### config.mk
export PLATFORM = sky130hd
export DESIGN_NAME = alu_flat
export DESIGN_NICKNAME = d
export VERILOG_FILES = /design/src/rtl/alu_pkg.sv /design/src/rtl/alu_if.sv /design/src/rtl/alu_adder.sv /design/src/rtl/alu.sv /design/src/flat_wrapper.sv
export SDC_FILE = /design/constraint.sdc
export NUM_CORES = 1
export LEC_CHECK = 0
export CAP_MARGIN = 10
export CORE_MARGIN = 4
export CORE_UTILIZATION = 40
export CTS_CLUSTER_DIAMETER = 150
export DETAILED_ROUTE_END_ITERATION = 6
export PLACE_DENSITY = 0.68
export SLEW_MARGIN = 15
export SYNTH_ARGS = -nofsm -noshare
export SYNTH_HDL_FRONTEND = slang
export SYNTH_HIERARCHICAL = 1
export SYNTH_SLANG_ARGS = --single-unit
### constraint.sdc
create_clock -name clk -period 6 [get_ports clk]
set_input_delay 0.6 -clock clk [delete_from_list [all_inputs] [get_ports clk]]
set_output_delay 0.6 -clock clk [all_outputs]
set_load 0.02 [all_outputs]
### src/rtl/alu_pkg.sv
// Shared ALU definitions for the 6502 core datapath.
// Holds the opcode enum used by both the ALU and the CPU control unit,
// plus the datapath width.
package control_signals;

   localparam int ALU_WIDTH = 8;

   // 3-bit opcode; every encoding is currently assigned.
   typedef enum logic [2:0] {
      ALU_ADD          = 3'd0,
      ALU_AND          = 3'd1,
      ALU_OR           = 3'd2,
      ALU_XOR          = 3'd3,
      ALU_SHIFT_LEFT   = 3'd4,
      ALU_SHIFT_RIGHT  = 3'd5,
      ALU_ROTATE_LEFT  = 3'd6,
      ALU_ROTATE_RIGHT = 3'd7
   } alu_op_t;

endpackage

### src/rtl/alu_if.sv
// ALU operand/result bundle.
// master : control unit side, drives operands/opcode, reads result and flags.
// slave  : ALU side, reads operands/opcode, drives result and flags.
//   carry_in     : adder carry / bit rotated in
//   input_a      : operand A (shift/rotate source)
//   input_b      : operand B
//   invert_b     : bitwise-invert B before use
//   operation    : opcode
//   alu_out      : registered result
//   carry_out, overflow_out, zero_out, negative_out : registered flag candidates
interface alu_if;
   import control_signals::*;

   logic                 carry_in;
   logic [ALU_WIDTH-1:0] input_a;
   logic [ALU_WIDTH-1:0] input_b;
   logic                 invert_b;
   alu_op_t              operation;
   logic [ALU_WIDTH-1:0] alu_out;
   logic                 carry_out;
   logic                 overflow_out;
   logic                 zero_out;
   logic                 negative_out;

   modport master (
      output carry_in, input_a, input_b, invert_b, operation,
      input  alu_out, carry_out, overflow_out, zero_out, negative_out
   );

   modport slave (
      input  carry_in, input_a, input_b, invert_b, operation,
      output alu_out, carry_out, overflow_out, zero_out, negative_out
   );

endinterface

### src/rtl/alu_adder.sv
// 8-bit combinational ripple-carry adder with carry-out and signed overflow.
//   a, b      : addends (b is already the effective, possibly inverted, operand)
//   carry_in  : carry into bit 0
//   sum       : low 8 bits of a + b + carry_in
//   carry_out : bit 8 of the sum
//   overflow  : two's-complement overflow of the signed addition
module alu_adder
   import control_signals::*;
(
   input  logic [ALU_WIDTH-1:0] a,
   input  logic [ALU_WIDTH-1:0] b,
   input  logic                 carry_in,
   output logic [ALU_WIDTH-1:0] sum,
   output logic                 carry_out,
   output logic                 overflow
);

   logic [ALU_WIDTH:0] carry_chain;

   assign carry_chain[0] = carry_in;

   generate
      for (genvar gi = 0; gi < ALU_WIDTH; gi++) begin : g_bit
         assign sum[gi]           = a[gi] ^ b[gi] ^ carry_chain[gi];
         assign carry_chain[gi+1] = (a[gi] & b[gi]) | (carry_chain[gi] & (a[gi] ^ b[gi]));
      end
   endgenerate

   assign carry_out = carry_chain[ALU_WIDTH];

   // Overflow when both operands share a sign that the result does not.
   assign overflow = (a[ALU_WIDTH-1] == b[ALU_WIDTH-1]) &&
                     (sum[ALU_WIDTH-1] != a[ALU_WIDTH-1]);

endmodule

### src/rtl/alu.sv
// 8-bit ALU for the 6502 datapath. Combines operand A, optionally inverted
// operand B and carry_in according to the opcode, and registers the result
// and N/Z/C/V flag candidates with one cycle of latency. A new operation is
// accepted every cycle; there is no handshake.
//   clk   : clock, all state updates on the rising edge
//   reset : synchronous active-high, clears result and all flags
//   bus   : operand/result bundle (slave side)
module alu
   import control_signals::*;
(
   input  logic  clk,
   input  logic  reset,
   alu_if.slave  bus
);

   logic [ALU_WIDTH-1:0] b_eff;
   logic [ALU_WIDTH-1:0] add_sum;
   logic                 add_carry;
   logic                 add_overflow;

   logic [ALU_WIDTH-1:0] result_next;
   logic                 carry_next;
   logic                 overflow_next;

   logic [ALU_WIDTH-1:0] result_reg;
   logic                 carry_reg;
   logic                 overflow_reg;
   logic                 zero_reg;
   logic                 negative_reg;

   // SBC is ADD with invert_b=1 and carry_in=1 (two's complement via ~B+1).
   assign b_eff = bus.invert_b ? ~bus.input_b : bus.input_b;

   alu_adder u_adder (
      .a         (bus.input_a),
      .b         (b_eff),
      .carry_in  (bus.carry_in),
      .sum       (add_sum),
      .carry_out (add_carry),
      .overflow  (add_overflow)
   );

   always_comb begin
      result_next   = '0;
      carry_next    = 1'b0;
      overflow_next = 1'b0;
      case (bus.operation)
         ALU_ADD: begin
            result_next   = add_sum;
            carry_next    = add_carry;
            overflow_next = add_overflow;
         end
         ALU_AND: result_next = bus.input_a & b_eff;
         ALU_OR:  result_next = bus.input_a | b_eff;
         ALU_XOR: result_next = bus.input_a ^ b_eff;
         ALU_SHIFT_LEFT: begin
            result_next = {bus.input_a[ALU_WIDTH-2:0], 1'b0};
            carry_next  = bus.input_a[ALU_WIDTH-1];
         end
         ALU_SHIFT_RIGHT: begin
            result_next = {1'b0, bus.input_a[ALU_WIDTH-1:1]};
            carry_next  = bus.input_a[0];
         end
         ALU_ROTATE_LEFT: begin
            result_next = {bus.input_a[ALU_WIDTH-2:0], bus.carry_in};
            carry_next  = bus.input_a[ALU_WIDTH-1];
         end
         ALU_ROTATE_RIGHT: begin
            result_next = {bus.carry_in, bus.input_a[ALU_WIDTH-1:1]};
            carry_next  = bus.input_a[0];
         end
         // Unassigned encodings (none today) yield r=0, so Z=1 below.
         default: begin
            result_next   = '0;
            carry_next    = 1'b0;
            overflow_next = 1'b0;
         end
      endcase
   end

   always_ff @(posedge clk) begin
      if (reset) begin
         result_reg   <= '0;
         carry_reg    <= 1'b0;
         overflow_reg <= 1'b0;
         zero_reg     <= 1'b0;
         negative_reg <= 1'b0;
      end else begin
         result_reg   <= result_next;
         carry_reg    <= carry_next;
         overflow_reg <= overflow_next;
         zero_reg     <= (result_next == '0);
         negative_reg <= result_next[ALU_WIDTH-1];
      end
   end

   assign bus.alu_out      = result_reg;
   assign bus.carry_out    = carry_reg;
   assign bus.overflow_out = overflow_reg;
   assign bus.zero_out     = zero_reg;
   assign bus.negative_out = negative_reg;

endmodule

### src/flat_wrapper.sv
// flat-port wrapper written by rule: the top's interface ports become plain ports
module alu_flat import control_signals::*;
  (clk, reset, bus_carry_in, bus_input_a, bus_input_b, bus_invert_b, bus_operation, bus_alu_out, bus_carry_out, bus_overflow_out, bus_zero_out, bus_negative_out);
  alu_if bus_i ();
  input  logic clk;
  input  logic reset;
  input wire logic [$bits(bus_i.carry_in)-1:0] bus_carry_in;
  input wire logic [$bits(bus_i.input_a)-1:0] bus_input_a;
  input wire logic [$bits(bus_i.input_b)-1:0] bus_input_b;
  input wire logic [$bits(bus_i.invert_b)-1:0] bus_invert_b;
  input wire logic [$bits(bus_i.operation)-1:0] bus_operation;
  output wire logic [$bits(bus_i.alu_out)-1:0] bus_alu_out;
  output wire logic [$bits(bus_i.carry_out)-1:0] bus_carry_out;
  output wire logic [$bits(bus_i.overflow_out)-1:0] bus_overflow_out;
  output wire logic [$bits(bus_i.zero_out)-1:0] bus_zero_out;
  output wire logic [$bits(bus_i.negative_out)-1:0] bus_negative_out;
  assign bus_i.carry_in = bus_carry_in;
  assign bus_i.input_a = bus_input_a;
  assign bus_i.input_b = bus_input_b;
  assign bus_i.invert_b = bus_invert_b;
  assign bus_i.operation = bus_operation;
  assign bus_alu_out = bus_i.alu_out;
  assign bus_carry_out = bus_i.carry_out;
  assign bus_overflow_out = bus_i.overflow_out;
  assign bus_zero_out = bus_i.zero_out;
  assign bus_negative_out = bus_i.negative_out;
  alu u_core (.clk(clk), .reset(reset), .bus(bus_i));
endmodule
**Yosys cells after proc, flatten, opt, wreduce, memory -nomap -nowiden**

Index checks and enable logic that the tools add are counted.
W data, S select, Z words.

- Bits in registers: 12
- Latch bits: 0
- Memory bits (writable): 0
- Bits in read-only memories: 0
- Input bits: 23
- Output and inout bits: 12
- Logic and storage cells: 68
- Memories kept: 0

- $add $sub $neg: 0
- Multipliers: 0
- Div/mod/pow operators: 0
- Magnitude comparators: 0
- Equal/unequal tests: 9
- Shift operators: 0
- Muxes and demuxes: 3
- Bitwise logic cells: 45
- Reduce and logical (&&, ||, !) cells: 6

Operators with widths:

| operator | number |
|---|---|
| $pmux W8 S8 | 1 |
| $and A1 B1 Y1 | 16 |
| $xor A1 B1 Y1 | 16 |
| $eq A3 B3 Y1 const B | 4 |
| $and A8 B8 Y8 | 1 |
| $logic_not A8 Y1 | 1 |
| $mux W8 | 1 |
| $not A8 Y8 | 1 |
| $or A1 B1 Y1 | 8 |
| $or A8 B8 Y8 | 1 |
| $xor A8 B8 Y8 | 1 |
| $eq A3 B2 Y1 const B | 2 |
| $reduce_or A2 Y1 | 3 |
| $eq A3 B1 Y1 const B | 1 |
| $logic_not A3 Y1 | 1 |
| $pmux W1 S3 | 1 |
| $eq A1 B1 Y1 | 1 |
| $logic_and A1 B1 Y1 | 1 |
| $ne A1 B1 Y1 | 1 |
| $not A1 Y1 | 1 |

**Logic depth before layout (Yosys ltp)**

Gate-level depths: netlist of the first run.

- Depth after elaboration: 20
- Mapped depth: 20
- Gate-level depth less buffers: 18

**Cells and area by module**

Netlist of the first run, hierarchy kept.

Modules (own cells, without submodules):

| module | times used | cells each | area an instance (µm²) | sequential area each (µm²) |
|---|---|---|---|---|
| alu | 1 | 122 | 1066.0 | 220.2 |
| alu_adder | 1 | 21 | 222.7 | 0.0 |

**Worst setup path before layout of the first run**

OpenSTA, ideal clock, no wires.

- Path kind: input-to-reg
- Start: input bus_invert_b
- End: register u_core.zero_reg, in the netlist u_core/bus.zero_out
- Library setup time: 113 ps
- Data arrival time: 4681 ps
- Data required time: 5887 ps
- Setup slack: 1206 ps
- Stages on the path: 20
- Buffers on the path: 2
- Cell sequence: buf_2 buf_2 xor2_1 fa_1 inv_1 fa_1 inv_1 fa_1 fa_1 fa_1 fa_1 fa_1 inv_1 fa_1 inv_1 nor4_1 a21oi_1 o311ai_0 nand3b_1 nor3_2

- Longest elaborated chain between the ends: 19
- Elaborated cells between the ends (all ways): 43
- Those cells by class: mux: 2; bitwise: 40; reduce/logical: 1

Ends and longest elaborated chain:

| element | line | source |
|---|---|---|
| start, declared | flat_wrapper.sv:10 | `input wire logic [$bits(bus_i.invert_b)-1:0] bus_invert_b;` |
| $mux W8 (*) | alu.sv:32 | `assign b_eff = bus.invert_b ? ~bus.input_b : bus.input_b;` |
| net u_core.b_eff[0] | alu.sv:16 | `logic [ALU_WIDTH-1:0] b_eff;` |
| $xor A1 B1 Y1 | alu_adder.sv:25 | `assign carry_chain[gi+1] = (a[gi] & b[gi]) \| (carry_chain[gi] & (a[gi] ^ b[gi]));` |
| $and A1 B1 Y1 | alu_adder.sv:25 |  |
| $or A1 B1 Y1 (*) | alu_adder.sv:25 |  |
| $and A1 B1 Y1 (*) | alu_adder.sv:25 |  |
| $or A1 B1 Y1 (*) | alu_adder.sv:25 |  |
| $and A1 B1 Y1 (*) | alu_adder.sv:25 |  |
| (+5 left out) | -- |  |
| $and A1 B1 Y1 (*) | alu_adder.sv:25 |  |
| $or A1 B1 Y1 (*) | alu_adder.sv:25 |  |
| $and A1 B1 Y1 (*) | alu_adder.sv:25 |  |
| $or A1 B1 Y1 (*) | alu_adder.sv:25 |  |
| $xor A1 B1 Y1 (*) | alu_adder.sv:24 | `assign sum[gi] = a[gi] ^ b[gi] ^ carry_chain[gi];` |
| net u_core.add_sum[7] | alu.sv:17 | `logic [ALU_WIDTH-1:0] add_sum;` |
| $pmux W8 S8 (*) | alu.sv:47 | `case (bus.operation)` |
| $logic_not A8 Y1 (*) | alu.sv:92 | `zero_reg <= (result_next == '0);` |
| end signal, assigned | alu.sv:92 |  |
| end, declared | alu.sv:28 | `logic zero_reg;` |

Mark *: on every way through the listed nets, which the timed path passes. The rest lies on a longest branch.
A chain may end at the register's enable or synchronous reset.

**Worst setup path in the final report of the first run**

Same ends and word-level chain as after synthesis.

==> impl_metrics.yaml, run 1 <==
logic_synthesis:
  yosysUniqueCellTypes: 36
  netlist_top_cells_count: "17 x xor2_1, 11 x dfxtp_1, 10 x inv_1, 10 x mux2_2, 10 x nand2_1"
  synth.top_cell.area_share_pct: 17.1
  synth_seq_cells: 11
  synth_flop_cell: "dfxtp_1"
  async_flop_share_pct: 0
  synth_area_leaders: "dfxtp_1 17%, fa_1 12%, xor2_1 12%"
  post-synth-top-count-cell: "xor2_1"
  synthCells: 143
  synth_warnings: 6
  synth_area_mm2: 0.00129
  synth_seq_area_share_pct: 17.1
  synth_area_leader_cell: "dfxtp_1"
  synth-edff-count: 0
  synth.avg_cell_area_um2: 9.01
  synth_nets: 183
timing:
  period_share_pct: 81.6
  tightest_slew_ps: 897
  tns_ps: 0
  finalSetupViolations: 0
  slew_headroom_pct: 40.0
  hold_viol: 0
  rsz0062_at_grt: "no"
  period_minus_slack_ps: 4900
  max_freq_ghz: 0.204
  finalMaxSlewViolations: 0
grt:
  grt-ovfl-total: 0
  use_met3_pct: 1.21
  grt_max_degree: 25
  antenna_found_initial: 0
  grt_pass1_vias: 1054
  grtUsageMet1_pct: 17.9
  grt_pass1_wl_um: 4650
  grt.busiest_layer: "met2"
  met2_usage_pct: 23.9
  grtUsageTotal_pct: 13.8
clock_tree:
  postCtsHoldBufs: 0
  cts_tree: "done"
  cts_max_level: 1
  cts.path.max_buffers: 2
  cts_setup_buffers: 0
  cts_repair_resize_count: 0
  cts_root_buf: "clkbuf_4"
  path_clk_slew_ps: 60
  cts_sinks: 11
  numCtsBuffers: 3
setup_path:
  crit_family: "adder cells"
  endpoint_kind: "flip-flop"
  crit_top_cell: "fa_1"
  critPathBufInv: 5
  path_class: "input port to flip-flop"
  worstPathCellList: "clkdlybuf4s50_1 > xor2_1 > fa_1 > inv_1 > fa_1 > inv_1 > fa_1 > fa_1 > fa_1 > fa_1 > fa_1 > inv_1 > fa_1 > inv_1 > nor4_1 > a21oi_1 > o311ai_0 > nand3b_1 > nor3_2"
  cp_max_fo: 2
  crit_path_max_incr_delay_ps: 480
  worstSetupStartpointType: "input port"
  cp.arrival_ps: 5050
  crit_path_top_delay_cell: "clkdlybuf4s50_1"
  cp_data_required_time_ps: 6150
floorplanning:
  initial_core_util_pct: 41.9
  dieWidth_um: 64.8
  rows: 20
  die_area_mm2: 0.00419
  ios: 35
  die_height_um: 64.8
  core_mm2: 0.00308
cells_and_area:
  drive_gt1_share_pct: 11.1
  nets: 212
  n_antenna_cell: 0
  syn_to_final_growth_pct: 28.0
  final_cell_count_no_fill: 215
drt:
  vias: 1108
  wl_um: 2780
  wire_per_inst_um: 12.9
  ant_nets: 0
  first_pass_iters: 4
  vias_per_cell: 5.15
  drc: 0
  drt_iter0_drc: 23
power:
  ir_worst_vdd_mv: 0.0525
  cellLeakagePower_nw: 0.680
  pwr_density_cell_mw_per_mm2: 157
place:
  port-buffer-count: 34
  dp_hpwl_um: 2230
  gp_congestion: 0.864
  place_inst: 211
flow_run:
  cap_viol_max_count: 0
worst_hold_path:
  hold_class: "input port to flip-flop"
status:
  status: "completed"
## path summary, 6_finish.rpt
| kind | depth (start not counted) | start | slack (ps) | end |
|---|---|---|---|---|
| setup / recovery | 19 | bus_invert_b | 1100 | u_core/bus.zero_out |
| hold / removal | 2 | reset | 1130 | u_core/bus.carry_out |
## logic make-up (layout without fill, tap and decap cells)
logic type | count (synthesis) | count (layout) | share of synthesized area [%]
xor gates and xnor gates | 17 | 17 | 11.6
AOI/OAI and AO/OA | 24 | 24 | 12.7
muxes | 15 | 15 | 13.4
and+or+nand+nor | 38 | 38 | 15.8
adders and majority gates | 17 | 17 | 21.2
DFF | 11 | 11 | 17.1
buffers and inverters | 21 | 49 | 8.25
## per-stage QoR
| stage | setup slack [ps] | util, % | power, mW | hold WS [ps] | instance area (um^2) |
|---|---|---|---|---|---|
| 5_1_grt | 908 | 53.6 | 0.280 | 1160 | 1650 |
| 3_3_place_gp | 921 | 52.7 | 0.212 | 1400 | 1620 |
| 2_1_floorplan | 1210 | - | 0.167 | 778 | 1290 |
| 4_1_cts | 1120 | 53.6 | 0.260 | 1130 | 1650 |
| 6_report | 1100 | 53.6 | 0.258 | 1130 | 1650 |
| 3_5_place_dp | 851 | 52.7 | 0.214 | 1390 | 1620 |
## state kept, by name, indices dropped and copies added, names as in the netlist
signal and flops:
u_core/bus.overflow_out 1, u_core/bus.zero_out 1, u_core/bus.carry_out 1, u_core/bus.alu_out 8
## cell type report
type,instances,area [um^2]
inverters,10,37.5
well taps,44,55.1
flip-flops and latches,11,220
repair buffers,35,348
clock buffers,4,26.3
multi-input cells,111,962
fillers,296,1430
## layout by cell type (no fill, tap or decap), types with 2 or more instances in the layout
master and n:
a21boi_0 2, a21oi_1 4, a221o_1 2, a22oi_1 2
a31oi_1 2, clkbuf_4 3, clkdlybuf4s50_1 34, dfxtp_1 11
fa_1 8, ha_1 9, inv_1 10, mux2_2 10
mux2_4 2, mux2i_1 3, nand2_1 10, nand2b_1 2
nand3_1 4, nor2_1 9, nor2b_1 3, nor4_1 2
nor4b_1 2, o211ai_1 2, o21ai_0 6, xor2_1 17
## per-layer routing
layer / up-vias / wire (um)
met3: 2 / 112
met2: 29 / 1360
met1: 532 / 1290
li1: 545 / -
met4: 0 / 12
met5: - / 0
## where the power goes
group,switching (mW),internal [mW]
sequential,0.00141,0.0789
clock,0.0199,0.0255
combinational,0.0667,0.0656
total,0.0880,0.170
No activity file was read; power rests on OpenSTA's default activity.
==> run 2, diff against run 1 <==
--- a/config.mk
+++ b/config.mk
@@ -10,7 +10,7 @@
 export CORE_UTILIZATION = 40
 export CTS_CLUSTER_DIAMETER = 150
 export DETAILED_ROUTE_END_ITERATION = 6
-export PLACE_DENSITY = 0.68
+export PLACE_DENSITY = 0.71
 export SLEW_MARGIN = 15
 export SYNTH_ARGS = -nofsm -noshare
 export SYNTH_HDL_FRONTEND = slang
==> constraint.sdc (replaced) <==
create_clock -name clk -period 4.2 [get_ports clk]
set_input_delay 0.42 -clock clk [delete_from_list [all_inputs] [get_ports clk]]
set_output_delay 0.42 -clock clk [all_outputs]
set_load 0.02 [all_outputs]
==> run 2 against run 1 <==
Sequential share of layout area down 0.49 points. Non-clock buffer count increased by 6. Critical path depth unchanged. Final cell count rose by 2.8%. Design area increased by 3.8%. Die area unchanged. Sequential power rose by 43%. Critical path type unchanged.
==> impl_metrics.yaml, run 2 (synthesis results as in run 1) <==
status:
  status: "completed"
floorplanning:
  core_mm2: 0.00308
  die_height_um: 64.8
  dieWidth_um: 64.8
  ios: 35
  rows: 20
  die_area_mm2: 0.00419
  initial_core_util_pct: 41.9
power:
  p_switching_mw: 0.133
  pwr-share-comb_pct: 52.8
  p_int_mw: 0.251
  switching_share_pct: 34.6
  p_seq_share_pct: 29.9
  p_total_mw: 0.384
  cellLeakagePower_nw: 0.708
  pwr_density_cell_mw_per_mm2: 224
  ir_worst_vdd_mv: 0.0795
  pwr-share-clk_pct: 17.3
place:
  port-buffer-count: 34
  dp_hpwl_um: 2450
  gp_congestion: 0.858
  dpl-instance-area_mm2: 0.00168
setup_path:
  cp_max_fo: 2
  endpoint_kind: "flip-flop"
  path_class: "input port to flip-flop"
  setup.worst_path.end: "u_core/bus.zero_out"
  crit_start: "bus_invert_b"
  worstSetupStartpointType: "input port"
  cp.arrival_ps: 4310
  cp_data_required_time_ps: 4360
cells_and_area:
  syn_to_final_growth_pct: 32.8
  seq_area_um2: 220
  largest_reg_flops: 8
  nets: 218
  fin_area_mm2: 0.00171
  final_common_cell: "clkdlybuf4s50_1"
  fillers: 295
  drive_gt1_share_pct: 20.9
  n_antenna_cell: 0
  final_cell_mix: "30 x clkdlybuf4s50_1, 16 x xor2_1, 11 x dfxtp_1"
  multiInputGateArea_um2: 992
timing:
  max_freq_ghz: 0.241
  finalSetupViolations: 0
  period_share_pct: 98.8
  period_minus_slack_ps: 4150
  slew_headroom_pct: 38.8
  tightest_slew_ps: 915
  finalMaxSlewViolations: 0
  rsz0062_at_grt: "yes"
  hold_viol: 0
grt:
  antenna_found_initial: 0
  grt-ovfl-total: 0
  grt_pass1_wl_um: 4960
  grt_max_degree: 25
  grt_pass1_vias: 1115
  grtUsageTotal_pct: 15.1
drt:
  drt_iter0_drc: 26
  first_pass_iters: 4
  wire_per_inst_um: 13.8
  vias_per_cell: 5.27
  wl_um: 3050
  vias: 1164
  ant_nets: 0
  drc: 0
flow_run:
  cap_viol_max_count: 0
clock_tree:
  cts_sinks: 11
  cts_tree: "done"
  cts_root_buf: "clkbuf_4"
  cts.path.max_buffers: 2
  postCtsHoldBufs: 0
  numCtsBuffers: 3
  cts_max_level: 1
  cts_setup_buffers: 0
  path_clk_slew_ps: 60
worst_hold_path:
  hold_class: "input port to flip-flop"
==> run 2: cell count changes in the layout (fill, tap and decap cells not counted), moves of 2 or more <==
cell,change
inv_2,+2
inv_1,-2
dlygate4sd2_1,+2
buf_4,+6
fa_2,+6
fa_1,-6
clkdlybuf4s50_1,-4
==> run 2: layer usage <==
layer / share of wire [%] / vias to the layer above / track usage (%) / routed length, um
met2: 49 / 49 / 24.9 / 1510
met3: 5.5 / 11 / 2.95 / 169
li1: - / 558 / - / -
met4: 3.8 / 0 / 10.6 / 115
met1: 41 / 546 / 17.4 / 1260
met5: 0 / - / 0 / 0
==> run 2: power groups by stage <==
stage          registers [mW]  clock network (mW)  logic (mW)
6_report                0.115              0.0663       0.203
4_1_cts                 0.115              0.0699       0.201
5_1_grt                 0.116              0.0769       0.224
3_3_place_gp            0.117                   0       0.195
2_1_floorplan           0.128                   0       0.114
3_5_place_dp            0.117                   0       0.199
==> run 2: timing repair <==
action                                  CTS  global route
endpoints found under the setup margin    3             3
gates resized for setup                  10             5
pin swaps                                 5             6
hold endpoints to repair                  0             0
==> run 2: layout make-up <==
class	count	area share, %
Inverter	10	2.19
Clock buffer	4	1.54
Multi-Input combinational cell	111	58.0
Tap cell	44	3.22
Timing Repair Buffer	41	22.2
Sequential cell	11	12.9
==> run 2: worst max-delay path: stages <==
cell	delay (ps)
buf_2	140
xor2_2	180
fa_2	360
inv_2	60
fa_1	150
inv_1	50
fa_2	330
fa_2	350
fa_2	360
fa_2	370
fa_2	360
inv_2	70
fa_1	430
inv_1	70
nor4_1	40
a21oi_1	220
o311ai_2	150
nand3b_1	120
nor3_2	50
==> run 2: per-stage QoR <==
stage | setup TNS (ps) | util (%) | std cells | setup WS (ps) | hold slack (ps)
after CTS | 0 | 55.7 | 221 | 27.3 | 896
after global routing | -86.2 | 55.6 | 221 | -72.3 | 922
after floorplan | -86.8 | - | 143 | -86.8 | 598
final | 0 | 55.6 | 221 | 50.5 | 890
after detailed placement | -1950 | 54.5 | 217 | -600 | 1220
after global placement | -1510 | 54.5 | 217 | -510 | 1210
==> run 2: how the worst min path moves through the flow <==
stage,startpoint,endpoint,slack [ps],cells past startpoint
final,bus_input_b[0],u_core/bus.alu_out[0],890,5
after floorplan,reset,u_core/bus.zero_out,600,2
after global routing,bus_input_b[0],u_core/bus.alu_out[0],920,5
after detailed placement,reset,u_core/bus.alu_out[0],1220,2
after CTS,bus_input_a[0],u_core/bus.carry_out,900,5
after global placement,reset,u_core/bus.carry_out,1210,2
==> run 3, diff against run 2 <==
--- a/config.mk
+++ b/config.mk
@@ -10,7 +10,9 @@
 export CORE_UTILIZATION = 40
 export CTS_CLUSTER_DIAMETER = 150
 export DETAILED_ROUTE_END_ITERATION = 6
-export PLACE_DENSITY = 0.71
+export DONT_BUFFER_PORTS = 1
+export HOLD_SLACK_MARGIN = 0.02
+export REMOVE_ABC_BUFFERS = 1
 export SLEW_MARGIN = 15
 export SYNTH_ARGS = -nofsm -noshare
 export SYNTH_HDL_FRONTEND = slang
==> run 3 against run 2 <==
Sequential power up 10%. Combinational power is 41% lower. Fmax grew 5.0%. Die area did not move. Largest cell class unchanged.
==> impl_metrics.yaml, run 3 (synthesis results as in run 1) <==
grt:
  grtUsageTotal_pct: 12.8
  grt-ovfl-total: 0
  grt_max_degree: 25
  antenna_found_initial: 0
  grt_pass1_vias: 907
  grt_pass1_wl_um: 4230
cells_and_area:
  final_cell_count_no_fill: 181
  drive_gt1_share_pct: 16.8
  syn_to_final_growth_pct: 2.72
  final_cell_mix: "17 x xor2_1, 11 x dfxtp_1, 10 x mux2_2, 10 x nand2_1, 10 x inv_1"
  nets: 178
  seq_area_um2: 220
  n_antenna_cell: 0
  final_common_cell: "xor2_1"
  fillers: 307
  multiInputGateArea_um2: 977
  largest_reg_flops: 8
timing:
  max_freq_ghz: 0.253
  finalSetupViolations: 0
  slew_headroom_pct: 50.4
  finalMaxSlewViolations: 0
  hold_viol: 0
  period_minus_slack_ps: 3950
  hold_slack_ps: 222
  rsz0062_at_grt: "no"
  tightest_slew_ps: 743
  period_share_pct: 94.1
drt:
  drt_iter0_drc: 33
  wire_per_inst_um: 13.9
  drc: 0
  wl_um: 2510
  vias_per_cell: 5.16
  vias: 934
  ant_nets: 0
  first_pass_iters: 4
clock_tree:
  postCtsHoldBufs: 0
  cts_sinks: 11
  cts_max_level: 1
  path_clk_slew_ps: 60
  cts_setup_buffers: 0
  numCtsBuffers: 3
  cts.path.max_buffers: 2
  cts_tree: "done"
  cts_root_buf: "clkbuf_4"
place:
  port-buffer-count: 0
  gp_congestion: 0.799
  place_inst: 177
  dp_hpwl_um: 1960
setup_path:
  cp_data_required_time_ps: 4360
  worstSetupStartpointType: "input port"
  cp_max_fo: 16
  path_class: "input port to flip-flop"
  endpoint_kind: "flip-flop"
  cp.arrival_ps: 4110
worst_hold_path:
  hold_class: "input port to flip-flop"
status:
  status: "completed"
floorplanning:
  rows: 20
  core_mm2: 0.00308
  ios: 35
  die_height_um: 64.8
  dieWidth_um: 64.8
  die_area_mm2: 0.00419
  initial_core_util_pct: 41.9
power:
  ir_worst_vdd_mv: 0.0655
  p_total_mw: 0.314
  cellLeakagePower_nw: 0.551
  pwr_density_cell_mw_per_mm2: 237
flow_run:
  cap_viol_max_count: 0
==> run 3: changes by cell type in the layout (fill, tap and decap cells not counted), sizes merged <==
cell / delta
dlygate4sd2: -2
buf: -7
clkdlybuf4s50: -30
clkbuf: -1
==> run 3: worst max-delay path, cell delays in order <==
cell      delay, ps
xor2_1          160
fa_1            380
inv_1            80
fa_1            150
inv_1            40
fa_1            380
fa_2            360
fa_2            350
fa_2            340
fa_1            380
inv_1            80
fa_1            430
inv_1            70
nor4_1           40
a21oi_1         140
o311ai_2        130
nand3b_1        120
nor3_2           50
==> run 3: area by class of cell <==
cell class,count,share of cell area (%)
Sequential cell,11,16.6
Timing Repair Buffer,1,0.567
Multi-Input combinational cell,111,73.8
Tap cell,44,4.16
Clock buffer,4,1.98
Inverter,10,2.84
==> run 3: final timing paths <==
check,startpoint,end,cells past startpoint
hold / removal,reset,u_core/bus.alu_out[3],1
setup / recovery,bus_invert_b,u_core/bus.zero_out,18
==> run 3: through the flow <==
stage	cell area, um^2	setup TNS [ps]	setup slack [ps]	util [%]
3_5_place_dp	1280	-339	-188	41.7
6_report	1320	0	247	43.0
3_3_place_gp	1280	-266	-156	41.7
4_1_cts	1310	0	91.8	42.5
5_1_grt	1320	0	34.4	43.0
2_1_floorplan	1220	0	13.5	-
==> run 3: report_power, final <==
group	switching, mW	total [mW]	internal, mW
Clock	0.0296	0.0661	0.0366
Sequential	0.0145	0.127	0.113
Combinational	0.0552	0.120	0.0652
Total	0.0993	0.314	0.215
==> run 3: routing by layer <==
metal	global-route usage [%]	share of wire (%)	up-vias
met5	0	0	-
met4	5.54	1.5	0
met3	2.43	9.4	5
met2	19.0	43	35
met1	17.8	46	416
li1	-	-	478
==> run 3: timing repair <==
action	in CTS	in global routing
setup endpoints to repair	0	2
gates resized for setup	0	5
endpoints found under the hold margin	0	0
